### src/rtl/ball_motion_ctrl.sv
// Frame-synchronous ball position controller: one clamped step per FRAME_DIV frame ticks.
// Optional bounce counter enabled by defining BALL_MOTION_BOUNCE_CNT_EN.
module ball_motion_ctrl #(
   parameter int unsigned H_RES     = 640,
   parameter int unsigned V_RES     = 480,
   parameter int unsigned RADIUS    = 100,
   parameter int unsigned X_INIT    = 320,
   parameter int unsigned Y_INIT    = 240,
   parameter int unsigned FRAME_DIV = 1
) (
   input  logic       clk,
   input  logic       reset,
   input  logic       frame_start,
   input  logic       pause,
   input  logic [1:0] speed,
   output logic [9:0] ball_x,
   output logic [9:0] ball_y,
   output logic       dir_x,
   output logic       dir_y,
   output logic [1:0] bounce,
   output logic       busy,
   output logic [7:0] bounce_count
);

   localparam logic [10:0] XMin    = 11'(RADIUS);
   localparam logic [10:0] XMax    = 11'(H_RES - 1 - RADIUS);
   localparam logic [10:0] YMin    = 11'(RADIUS);
   localparam logic [10:0] YMax    = 11'(V_RES - 1 - RADIUS);
   localparam logic [7:0]  DivLast = 8'(FRAME_DIV - 1);
   localparam logic [9:0]  XReset  = 10'(X_INIT);
   localparam logic [9:0]  YReset  = 10'(Y_INIT);

   typedef enum logic [1:0] {StIdle, StStepX, StStepY, StCommit} state_e;

   state_e      state_q, state_d;
   logic [7:0]  div_q, div_d;
   logic [2:0]  step_q, step_d;
   logic [10:0] nx_q, nx_d, ny_q, ny_d;
   logic        ndx_q, ndx_d, ndy_q, ndy_d;
   logic        hit_x_q, hit_x_d, hit_y_q, hit_y_d;
   logic [9:0]  x_q, x_d, y_q, y_d;
   logic        dx_q, dx_d, dy_q, dy_d;
   logic [1:0]  bounce_q, bounce_d;
   logic        busy_q, busy_d;

   logic [10:0] x_ext, y_ext, step_ext;

   assign x_ext    = {1'b0, x_q};
   assign y_ext    = {1'b0, y_q};
   assign step_ext = {8'd0, step_q};

   always_comb begin
      state_d  = state_q;
      div_d    = div_q;
      step_d   = step_q;
      nx_d     = nx_q;
      ny_d     = ny_q;
      ndx_d    = ndx_q;
      ndy_d    = ndy_q;
      hit_x_d  = hit_x_q;
      hit_y_d  = hit_y_q;
      x_d      = x_q;
      y_d      = y_q;
      dx_d     = dx_q;
      dy_d     = dy_q;
      bounce_d = 2'b00;
      busy_d   = busy_q;
      unique case (state_q)
         StIdle: begin
            if (frame_start) begin
               if (pause) begin
                  div_d = 8'd0;
               end else if (div_q == DivLast) begin
                  div_d   = 8'd0;
                  step_d  = {1'b0, speed} + 3'd1;
                  busy_d  = 1'b1;
                  state_d = StStepX;
               end else begin
                  div_d = div_q + 8'd1;
               end
            end
         end
         StStepX: begin
            if (dx_q) begin
               if (x_ext + step_ext >= XMax) begin
                  nx_d = XMax; ndx_d = 1'b0; hit_x_d = 1'b1;
               end else begin
                  nx_d = x_ext + step_ext; ndx_d = 1'b1; hit_x_d = 1'b0;
               end
            end else begin
               if (x_ext <= XMin + step_ext) begin
                  nx_d = XMin; ndx_d = 1'b1; hit_x_d = 1'b1;
               end else begin
                  nx_d = x_ext - step_ext; ndx_d = 1'b0; hit_x_d = 1'b0;
               end
            end
            state_d = StStepY;
         end
         StStepY: begin
            if (dy_q) begin
               if (y_ext + step_ext >= YMax) begin
                  ny_d = YMax; ndy_d = 1'b0; hit_y_d = 1'b1;
               end else begin
                  ny_d = y_ext + step_ext; ndy_d = 1'b1; hit_y_d = 1'b0;
               end
            end else begin
               if (y_ext <= YMin + step_ext) begin
                  ny_d = YMin; ndy_d = 1'b1; hit_y_d = 1'b1;
               end else begin
                  ny_d = y_ext - step_ext; ndy_d = 1'b0; hit_y_d = 1'b0;
               end
            end
            state_d = StCommit;
         end
         StCommit: begin
            // Staged values are clamped to the visible range, so the top bit is always 0
            x_d      = nx_q[9:0];
            y_d      = ny_q[9:0];
            dx_d     = ndx_q;
            dy_d     = ndy_q;
            bounce_d = {hit_y_q, hit_x_q};
            busy_d   = 1'b0;
            state_d  = StIdle;
         end
         default: state_d = StIdle;
      endcase
   end

   always_ff @(posedge clk) begin
      if (reset) begin
         state_q  <= StIdle;
         div_q    <= 8'd0;
         step_q   <= 3'd0;
         nx_q     <= 11'd0;
         ny_q     <= 11'd0;
         ndx_q    <= 1'b0;
         ndy_q    <= 1'b0;
         hit_x_q  <= 1'b0;
         hit_y_q  <= 1'b0;
         x_q      <= XReset;
         y_q      <= YReset;
         dx_q     <= 1'b1;
         dy_q     <= 1'b1;
         bounce_q <= 2'b00;
         busy_q   <= 1'b0;
      end else begin
         state_q  <= state_d;
         div_q    <= div_d;
         step_q   <= step_d;
         nx_q     <= nx_d;
         ny_q     <= ny_d;
         ndx_q    <= ndx_d;
         ndy_q    <= ndy_d;
         hit_x_q  <= hit_x_d;
         hit_y_q  <= hit_y_d;
         x_q      <= x_d;
         y_q      <= y_d;
         dx_q     <= dx_d;
         dy_q     <= dy_d;
         bounce_q <= bounce_d;
         busy_q   <= busy_d;
      end
   end

`ifdef BALL_MOTION_BOUNCE_CNT_EN
   logic [7:0] cnt_q;

   // A corner hit is a single event, hence the OR of both flags
   always_ff @(posedge clk) begin
      if (reset) begin
         cnt_q <= 8'd0;
      end else if (state_q == StCommit && (hit_x_q || hit_y_q)) begin
         cnt_q <= cnt_q + 8'd1;
      end
   end

   assign bounce_count = cnt_q;
`else
   assign bounce_count = 8'd0;
`endif

   assign ball_x = x_q;
   assign ball_y = y_q;
   assign dir_x  = dx_q;
   assign dir_y  = dy_q;
   assign bounce = bounce_q;
   assign busy   = busy_q;

endmodule
### config.mk
export PLATFORM = sky130hd
export DESIGN_NAME = ball_motion_ctrl
export DESIGN_NICKNAME = d
export VERILOG_FILES = /design/src/rtl/ball_motion_ctrl.sv
export SDC_FILE = /design/constraint.sdc
export NUM_CORES = 1
export LEC_CHECK = 0
export ABC_AREA = 1
export CAP_MARGIN = 15
export CORE_ASPECT_RATIO = 0.9
export CORE_MARGIN = 3
export CORE_UTILIZATION = 45
export CTS_CLUSTER_DIAMETER = 50
export CTS_CLUSTER_SIZE = 8
export DETAILED_ROUTE_END_ITERATION = 8
export PLACE_DENSITY_LB_ADDON = 0.2
export SKIP_CTS_REPAIR_TIMING = 1
export SYNTH_ARGS = -nofsm -noshare
export SYNTH_HDL_FRONTEND = slang
export SYNTH_SLANG_ARGS = --single-unit
### constraint.sdc
create_clock -name clk -period 5.26 [get_ports clk]
set_input_delay 0.789 -clock clk [delete_from_list [all_inputs] [get_ports clk]]
set_output_delay 0.789 -clock clk [all_outputs]
set_load 0.05 [all_outputs]
After elaboration in Yosys (flattened, before gate mapping)
Cells that the tools add are included.
{"block": "classes", "bitwise_logic": 2, "n_reduce_logical": 8, "n_addsub": 7, "n_lt_le_gt_ge": 4, "n_mux": 26, "eq_ne": 6, "mul": 0, "n_div": 0, "shift": 0}
{"op": "2-to-1 mux 10 bit", "count": 6}
{"op": "adder 10 x 3 -> 11 bit", "count": 2}
{"op": "subtractor 10 x 3 -> 10 bit", "count": 2}
{"op": "2-to-1 mux 8 bit", "count": 2}
{"op": "2-to-1 mux 1 bit", "count": 13}
{"op": ">= comparator 11 x 10 -> 1 bit, second input constant", "count": 1}
{"op": ">= comparator 11 x 9 -> 1 bit, second input constant", "count": 1}
{"op": "less-or-equal comparator 10 x 11 -> 1 bit", "count": 1}
{"op": "less-or-equal comparator 10 x 8 -> 1 bit", "count": 1}
{"op": "adder 7 x 3 -> 8 bit, first input constant", "count": 1}
{"op": "adder 8 x 1 -> 8 bit, second input constant", "count": 1}
{"op": "logical NOT 8 bit", "count": 1}
{"op": "one-hot mux 2 bit (4 select lines)", "count": 1}
{"op": "AND reduction 4 bit", "count": 2}
{"op": "2-to-1 mux 2 bit", "count": 3}
{"op": "inequality test 2 bit, second input constant", "count": 3}
{"op": "equality test 2 bit, second input constant", "count": 2}
{"op": "adder 2 x 1 -> 3 bit, second input constant", "count": 1}
{"op": "AND reduction 3 bit", "count": 1}
{"op": "equality test 2 x 1 -> 1 bit, second input constant", "count": 1}
{"op": "logical NOT 2 bit", "count": 1}
{"op": "NOT 1 bit", "count": 2}
{"op": "one-hot mux 1 bit (2 select lines)", "count": 1}
{"op": "AND reduction 2 bit", "count": 1}
{"op": "2 further kinds", "count": 2}
{"block": "totals", "wordCells": 68, "latch_bits": 0, "n_memories": 0, "mem_bits_rw": 0, "mem_bits_ro": 0, "reg_bits": 62, "out_inout_bits": 33}

Logic depth before layout (Yosys ltp)
{"block": "depth", "ltp_word": 5, "ltp_mapped": 18, "depth_no_buf": 17}

Least setup slack after synthesis
Ideal clock, no wire load.
{"block": "synth_timing", "path_type": "reg-to-reg", "from": "reg y_q[0] (netlist: ball_y[0])", "to": "reg ny_q[0]", "required_ps": 5193, "n_path_buf": 0, "synth_period_minus_slack_ps": 2509, "arrival_time_ps": 2442, "path_stages_with_launch": 16, "path_slack_ps": 2751, "path_cell_list": "dfxtp_1 ha_1 inv_1 fa_1 nand3b_1 nand2_2 nand3_1 nand2_2 nand2_2 nor2_4 nand3_4 nand2_4 nand2_2 nand2_1 nand2_1 a21oi_2"}
{"block": "synth_via", "elab_chain_cells": 4, "word_cells_on_any_way": 7}
{"element": "from (decl)", "line_no": "41", "text": "logic [9:0] x_q, x_d, y_q, y_d;"}
{"element": "from (signal assigned)", "line_no": "141", "text": "y_q <= YReset;"}
{"element": "from (signal assigned)", "line_no": "157", "text": "y_q <= y_d;"}
{"element": "adder 10 x 3 -> 11 bit", "line_no": "104", "text": "ny_d = y_ext + step_ext; ndy_d = 1'b1; hit_y_d = 1'b0;"}
{"element": ">= comparator 11 x 9 -> 1 bit", "line_no": "101", "text": "if (y_ext + step_ext >= YMax) begin"}
{"element": "2-to-1 mux 10 bit", "line_no": "101"}
{"element": "2-to-1 mux 10 bit (*)", "line_no": "100", "text": "if (dy_q) begin"}
{"element": "to (signal assigned)", "line_no": "151", "text": "ny_q <= ny_d;"}
{"element": "to (decl)", "line_no": "38", "text": "logic [10:0] nx_q, nx_d, ny_q, ny_d;"}
Every way passes the cells marked *; elsewhere a longest branch is shown, timed or not.
A chain may end at the register's enable or synchronous reset.

==> key figures <==
Run status
  • Status: finished, final reports clean

Min path
  • HP Start: nx_q[9]
  • WHS Path Cells: 2
  • Tightest Hold Check Type: register to register

Placed design
  • Dpl cells: slightly above 700
  • Hpwl dp: 7.39 mm
  • RePlAce Congestion: ~0.90
  • Placed Instance Area: ~4300 µm²
  • Port bufs: 30

Cells and area
  • Fin nets: around 640
  • Share of cells above drive strength 1: under 10%
  • Post-Layout Cell Count: around 730
  • Post-layout util: 53.6%
  • Antenna cell count: 0
  • Fillcell total: ~850
  • Final Cell Area: 4450 µm²
  • Area delta synth->final: 12.0%

Pwr
  • Max VDD drop: between 0.2 and 0.25 mV
  • P per Cell Area: between 400 and 500 nW/µm²
  • Total power: slightly below 2000 µW
  • Pleak: ~0.0020 µW

Synthesis
  • Synth Instances: between 500 and 600
  • Post-synth EDFFs: 0
  • Mean area per synthesized cell: 6.77 µm²
  • Synth Warn #: 0
  • Asr flop ratio synth: 0%
  • #FFs+latches synth: a little over 60
  • Post-synth top area cell: dfxtp_1
  • Synth Flop Type: dfxtp_1
  • Sequential area share after synthesis: approximately 31%
  • Cell Area, Synth: 3980 µm²
  • Synth top area share: 31.2%
  • Top cells by area, synth: dfxtp_1 (31%), nand2_1 (12%), a21oi_1 (7.4%)
  • Library cells used by synthesis: 44

STA
  • Max-slew headroom: between 40 and 50%
  • Worst clock skew: 0.00935 ns
  • Final setup vio count: 0
  • Max-slew violation total from the final report: 0
  • FMAX: about 350 MHz
  • Period minus WS final: 2.89 ns
  • Worst-Margin Slew: approximately 0.89 ns
  • Fin crit share: roughly 55%
  • Fin. Hold Viols: 0
  • Unrepaired setup endpoints after global routing: no
  • Final TNS setup: 0 ns

Global route
  • Initial antenna violation count: 0
  • Met3 Usage GRT: 4.20%
  • Pin count of the biggest net entering global routing: 36
  • Global Route Usage Sum: between 20% and 30%
  • First-pass GRT wire length: between 15 and 20 mm
  • Busiest layer in global routing: met1
  • GRT met1 Usage: ~30%
  • Vias in the first global route: ~3400
  • Met2 Use GR: 29.4%
  • Overflow left after global routing: 0

Floorplanning
  • FP Rows: 31
  • Initial core utilization: 47.9%
  • Die area: between 10000 and 15000 µm²
  • Chip width: about 110 µm
  • Placeable Area: slightly above 8000 µm²
  • IO Count: 39
  • Die Ht: roughly 95 µm

CTS
  • CTS Buf Count: 9
  • TritonCTS clock tree: built
  • Clock slew at reported path FFs: 0.06 ns
  • Clock Latency Late Sink: roughly 0.33 ns
  • Maximum root-to-sink buffer count: 2
  • Root Buffer: clkbuf_8
  • Clock Sink Count: between 60 and 70
  • H-tree Lvls: 3

Routing
  • Drt total wl: approximately 9.8 mm
  • ANT nets after route: 0
  • 1st-iter DRT viols: about 280
  • Drt drc: 0
  • DR pass1 iterations: 5
  • Via count: ~3800
  • Vias/cell: between 5 and 6
  • DR WL/cell: 13.5 µm

Worst setup path
  • CP Max Fanout: 35
  • Startpoint Class: input pin
  • Worst EP required: between 5 and 6 ns
  • Worst Path Arrival: about 3.1 ns
  • CP endpoint kind: register
  • WS Path Type: input pin to register
  • Worst r2r path cells: 14
  • Worst R2R Start: step_q[0]
  • Crit. Startpoint: reset

Job
  • Max cap viols: 0
## critical path, stage by stage
cell and delay [ns]:
clkdlybuf4s50_1 0.83, inv_1 0.88, nand2_1 0.36, a211oi_1 0.25
## where the power goes
part	leakage, µW	switching (µW)	internal, µW
combinational	0.00142	632	292
clock	0.0000861	176	182
sequential	0.000505	110	575
## worst paths after layout
path                                 end  slack, ns
worst max register to register   nx_q[2]       2.63
worst min-delay path             nx_q[9]       0.47
worst min register to register   nx_q[9]       0.47
worst max-delay path            div_q[3]       2.37
## kinds of logic (layout without fill, tap and decap cells)
family                   count (synthesis)  after routing  synth area share, %
AND/OR/NAND/NOR                        265            265                 29.8
XOR/XNOR                                10             10                 2.20
flip-flops                              62             62                 31.2
buffers and inverters                   98            116                 10.8
AO/OA/AOI/OAI                          125            125                 17.0
adder cells (fa/ha/maj)                 26             26                 8.94
other                                    1              8               0.0943
## metal layers
layer  wire length (µm)  up-vias
li1                   -     1953
met1               5020     1709
met2               4060      113
met3                598       13
met4                141        0
met5                  0        -
## layout by cell type (no fill, tap or decap), drive strengths merged, types with 2 or more instances in the layout
master / count
nand2: 140
inv: 69
a21oi: 63
dfxtp: 62
nor2: 53
o21ai: 50
nand3: 36
clkdlybuf4s50: 30
ha: 22
nand4: 16
clkbuf: 12
xor2: 9
nor3: 9
conb: 8
nor4: 4
fa: 4
clkinv: 4
o211ai: 3
or2: 3
nand3b: 2
o31ai: 2
a31oi: 2
and3: 2
a211oi: 2
## through the flow
step	hold slack [ns]	setup slack (ns)
after global routing	0.482	2.15
after floorplan	0.431	2.75
after CTS	0.471	2.38
after detailed placement	0.459	2.03
final	0.467	2.37
after global placement	0.451	2.14
## cell usage after synthesis (3+ instances only)
cell	n
buf_4	12
ha_1	22
nand4_1	16
nand2_1	131
dfxtp_1	62
o211ai_1	3
nor3_1	9
nor2_1	50
clkbuf_1	9
nor4_1	4
buf_2	4
nand2_2	8
fa_1	4
o21ai_0	49
a21oi_2	3
inv_2	8
a21oi_1	59
inv_1	60
xor2_1	9
nand3_1	34
## state kept, by name, indices dropped and copies added, names as in the netlist, 2 cells and up
name and cells:
ball_x 10, ball_y 10, nx_q 10, ny_q 10
div_q 8, step_q 3, bounce 2, state_q 2
## cell type report
cell class                      count  area [µm²]  area share [%]
Clock inverter                      4        22.5           0.506
Multi-Input combinational cell    434        2330            52.4
Timing Repair Buffer               30         300            6.75
Clock buffer                       12         145            3.26
Inverter                           70         265            5.96
Sequential cell                    62        1240            27.9
Tap cell                          115         144            3.23
Note: power is estimated with default switching activity, not from simulation.
